### src/rtl/lu_serial_ctrl.sv
// Bit-serial sequencer that streams W-bit logic operations through a 1-bit logic unit,
// LSB first, and returns the assembled result on a valid/ready port.
module lu_serial_ctrl #(
   parameter int unsigned W = 8
) (
   input  logic         clk,
   input  logic         rst_n,
   input  logic         cmd_valid,
   output logic         cmd_ready,
   input  logic [1:0]   cmd_op,
   input  logic [W-1:0] cmd_a,
   input  logic [W-1:0] cmd_b,
   output logic         lu_s0,
   output logic         lu_s1,
   output logic         lu_x,
   output logic         lu_y,
   input  logic         lu_f,
   output logic         res_valid,
   input  logic         res_ready,
   output logic [W-1:0] res_data,
   output logic         busy
);

   localparam int unsigned CW = $clog2(W);

   typedef enum logic [1:0] {StIdle, StRun, StDone} state_e;

   state_e         state_q, state_d;
   logic [1:0]     op_q, op_d;
   logic [W-1:0]   a_q, a_d;
   logic [W-1:0]   b_q, b_d;
   logic [W-1:0]   r_q, r_d;
   logic [W-1:0]   res_q, res_d;
   logic [CW-1:0]  cnt_q, cnt_d;
   logic [W-1:0]   r_shift;
   logic           last_bit;

   // Incoming F3 bit enters at the MSB so after W shifts bit 0 holds the first result bit.
   assign r_shift  = {lu_f, r_q[W-1:1]};
   assign last_bit = (cnt_q == CW'(W - 1));

   always_ff @(posedge clk or negedge rst_n) begin
      if (!rst_n) begin
         state_q <= StIdle;
         op_q    <= '0;
         a_q     <= '0;
         b_q     <= '0;
         r_q     <= '0;
         res_q   <= '0;
         cnt_q   <= '0;
      end else begin
         state_q <= state_d;
         op_q    <= op_d;
         a_q     <= a_d;
         b_q     <= b_d;
         r_q     <= r_d;
         res_q   <= res_d;
         cnt_q   <= cnt_d;
      end
   end

   always_comb begin
      state_d = state_q;
      op_d    = op_q;
      a_d     = a_q;
      b_d     = b_q;
      r_d     = r_q;
      res_d   = res_q;
      cnt_d   = cnt_q;
      unique case (state_q)
         StIdle: begin
            if (cmd_valid) begin
               op_d    = cmd_op;
               a_d     = cmd_a;
               b_d     = cmd_b;
               cnt_d   = '0;
               state_d = StRun;
            end
         end
         StRun: begin
            r_d = r_shift;
            a_d = a_q >> 1;
            b_d = b_q >> 1;
            if (last_bit) begin
               res_d   = r_shift;
               cnt_d   = '0;
               state_d = StDone;
            end else begin
               cnt_d = cnt_q + CW'(1);
            end
         end
         StDone: begin
            if (res_ready) begin
               state_d = StIdle;
            end
         end
         default: state_d = StIdle;
      endcase
   end

   always_comb begin
      cmd_ready = 1'b0;
      res_valid = 1'b0;
      busy      = 1'b1;
      lu_s0     = 1'b0;
      lu_s1     = 1'b0;
      lu_x      = 1'b0;
      lu_y      = 1'b0;
      unique case (state_q)
         StIdle: begin
            cmd_ready = 1'b1;
            busy      = 1'b0;
         end
         StRun: begin
            lu_s1 = op_q[1];
            lu_s0 = op_q[0];
            lu_x  = a_q[0];
            lu_y  = b_q[0];
         end
         StDone:  res_valid = 1'b1;
         default: busy = 1'b0;
      endcase
   end

   assign res_data = res_q;

endmodule

### config.mk
export PLATFORM = sky130hd
export DESIGN_NAME = lu_serial_ctrl
export DESIGN_NICKNAME = d
export VERILOG_FILES = /design/src/rtl/lu_serial_ctrl.sv
export SDC_FILE = /design/constraint.sdc
export NUM_CORES = 1
export LEC_CHECK = 0
export CAP_MARGIN = 5
export CORE_MARGIN = 2
export CORE_UTILIZATION = 49
export CTS_CLUSTER_DIAMETER = 80
export DETAILED_ROUTE_END_ITERATION = 7
export GPL_TIMING_DRIVEN = 0
export PLACE_DENSITY_LB_ADDON = 0.12
export SYNTH_ARGS = -nofsm -noshare
export SYNTH_HDL_FRONTEND = slang
export SYNTH_SLANG_ARGS = --single-unit
### constraint.sdc
create_clock -name clk -period 2.2 [get_ports clk]
set_clock_uncertainty 0.2 [all_clocks]
set_input_delay 0.44 -clock clk [delete_from_list [all_inputs] [get_ports clk]]
set_output_delay 0.44 -clock clk [all_outputs]
set_load 0.01 [all_outputs]
==> results.tsv <==
stage	metric	value	unit
outcome	outcome	completed	
timing	Rel. slew slack	43.0	%
synthesis	ys flop type	dfrtp_1	
clocking	root buffer cell	clkbuf_4	
synthesis	register bit count reported by yosys	38	
pwr	logic gate share of total power	46.4	%
route	Antenna Nets Post-Route	0	
synthesis	Synth area leader	dfrtp_1	
timing	fmax	473	MHz
finish	area of the multi-input gates	717	sq um
finish	Ant. Diodes	0	
global_route	initial antenna violation count	0	
clocking	CTS tree	built	
worst_setup_path	CP required	1.56	ns
finish	fin cells	232	
placement	Inst Count DP	221	
synthesis	top post-synthesis cells by area	dfrtp_1 (55%), mux2_2 (12%), mux2i_1 (8.8%)	
worst_setup_path	CP endpoint kind	output port	
pwr	Cell Int Power	1.87	mW
route	aggregate routed wire length	3390	um
timing	Final min period	2.11	ns
timing	actual slew at the worst max-slew pin	0.854	ns
synthesis	FFs w/ async S/R, synth	100	%
floorplan	die area	3990	sq um
placement	detailed placement HPWL	2400	um
synthesis	most frequent cell after synthesis	dfrtp_1	
timing	setup_tns	0	ns
synthesis	sequential-to-total area share from yosys stat	55.5	%
global_route	vias in the first global route	1231	
synthesis	Post-Synthesis Cell Area	1710	sq um
clocking	Skew-Pair Late Insertion Delay	0.33	ns
pwr	Flop pwr share	40.9	%
synthesis	Avg Cell Area, Syn	12.4	sq um
worst_setup_path	crit path max fanout	10	
finish	sequential cell area	951	sq um
worst_setup_path	element type at the critical path start	flip-flop	
timing	fin crit share	96.1	%
finish	Layout Nets	214	
synthesis	synth cell count leaders	dfrtp_1 (38), mux2_2 (19), nand2_1 (17)	
clocking	Post-CTS Hold Fix Bufs	0	
synthesis	Synth top area share	55.5	%
finish	Final Util	66.5	%
synthesis	Post-Synthesis Cells	138	
placement	port buffer count	37	
pwr	Leak Pwr	1.03	nW
route	WL per Instance	14.6	um
route	DR pass1 iterations	6	
clocking	H-tree depth	2	
clocking	Clock Sinks	38	
clocking	Max clock buf depth	2	
floorplan	initial core utilization	51.4	%
worst_setup_path	Worst Path Arrival	1.47	ns
synthesis	syn nets	167	
route	initial DRC count	33	
finish	area grow syn2layout	29.4	%
global_route	total gr overflow	0	
route	DR DRC count	0	
clocking	clock transition at the registers of the reported paths	0.11	ns
floorplan	die height	63.1	um
pwr	clock share of power	12.8	%
synthesis	Syn. warnings	0	
global_route	pin count of the biggest net entering global routing	39	
hold_path	Hold Path Class	primary input to async pin	
placement	routability cong.	0.715	
synthesis	EDFF count, synth	0	
floorplan	Placement Rows	21	
pwr	Switching Power	1.01	mW
floorplan	I/O pin total	38	
pwr	Switching Fraction	35.1	%
clocking	CTS buffer count	5	
route	routed vias	1184	
global_route	first-pass GRT wire length	5800	um
job	Max Cap Viol	0	
timing	Setup-failing EPs final	0	
timing	RSZ-0062 raised after global routing	false	
worst_setup_path	critical path type	flip-flop to output port	
finish	# fillers	275	
pwr	Cell Pwr Density	1300	nW/um^2
timing	final slew viol count	0	
synthesis	Synth cell types	19	
global_route	gr usage total	18.8	%
finish	layout cells sized above 1	24.7	%
floorplan	Die W	63.1	um
route	DR vias/cell	5.10	
pwr	peak supply drop	795	uV
floorplan	core area	3340	sq um
timing	Hold Vio Cnt, Final	0	
area by class of cell:
| cell class | instances | share of cell area [%] |
|---|---|---|
| Sequential cell | 38 | 42.9 |
| Multi-Input combinational cell | 89 | 32.3 |
| Timing Repair Buffer | 40 | 16.4 |
| Tap cell | 46 | 2.59 |
| Clock buffer | 7 | 2.48 |
| Buffer | 7 | 2.43 |
| Inverter | 4 | 0.677 |
| Clock inverter | 1 | 0.226 |
state kept, by name, indices dropped and copies added, names as in the netlist:
register  flops
a_q           8
b_q           8
res_data      8
r_q           7
cnt_q         3
op_q          2
state_q       2
metrics by stage:
stage | power [mW] | hold WS, ns | setup WS (ns) | instance area, sq um
finish | 2.88 | 0.00865 | 0.0851 | 2220
global route | 3.10 | 0.0534 | 0.0102 | 2220
CTS | 2.91 | 0.00368 | 0.0601 | 2220
detailed placement | 2.51 | 0.278 | -0.133 | 2140
global placement | 2.42 | 0.257 | -0.329 | 2140
floorplan | 2.04 | -0.0556 | 0.358 | 1710
layout by cell type, fill, tap and decap left out, drive strengths merged:
cell type      synthesis  routed
buf                    7      15
clkbuf                 0       7
inv                    4       4
and2                   4       4
nor2b                  4       4
nand2                 18      18
mux2i                 15      15
o21ai                 16      16
dfrtp                 38      38
a31oi                  2       2
a22o                   3       3
dlygate4sd2            0       3
a221oi                 1       1
mux2                  19      19
nor2                   1       1
clkinv                 0       1
ha                     6       6
clkdlybuf4s50          0      29
critical path, stage by stage, from the launching register on:
cell and delay, ns:
dfrtp_1 0.41, buf_4 0.15, ha_4 0.17, buf_8 0.14, and2_1 0.13, buf_2 0.13
routing by layer:
layer,global-route usage [%],routed length [um],vias to the layer above,share of wire [%]
met1,24.0,1480,580,44
met4,6.67,43,0,1.3
met3,5.36,169,4,5.0
met5,0,0,-,0
li1,-,-,571,-
met2,30.7,1690,29,50
cell families (layout without fill, tap and decap cells):
group                    count (synthesis)  in the layout  share of synthesized area [%]
multiplexers                            34             34                           21.2
adder cells (fa/ha/maj)                  6              6                           4.38
AO/OA/AOI/OAI                           22             22                           7.81
buffers and inverters                   11             59                           3.43
AND/OR/NAND/NOR                         27             27                           7.66
flip-flops                              38             38                           55.5
power groups by stage:
stage | combinational (mW) | sequential, mW | clock [mW]
after floorplan | 0.883 | 1.16 | 0
after global placement | 1.25 | 1.17 | 0
after detailed placement | 1.31 | 1.19 | 0
after CTS | 1.35 | 1.18 | 0.386
after global routing | 1.48 | 1.22 | 0.413
final | 1.33 | 1.18 | 0.367
final timing paths:
kind	start	endpoint	slack (ns)	depth (start not counted)
min reg2reg	b_q[4]	b_q[4]	0.30	2
max	state_q[0]	lu_s0	0.09	5
max in group asynchronous	rst_n	b_q[2]	1.26	1
max reg2reg	state_q[1]	a_q[4]	0.29	7
min in group clk	b_q[4]	b_q[4]	0.30	2
min	rst_n	r_q[7]	0.009	1
timing repair:
| action | CTS | global route |
|---|---|---|
| buffers inserted | 3 | 0 |
| hold endpoints to repair | 0 | 0 |
| gates resized for setup | 25 | 0 |
| setup endpoints to repair | 7 | 0 |
(Power assumes the default switching activity.)
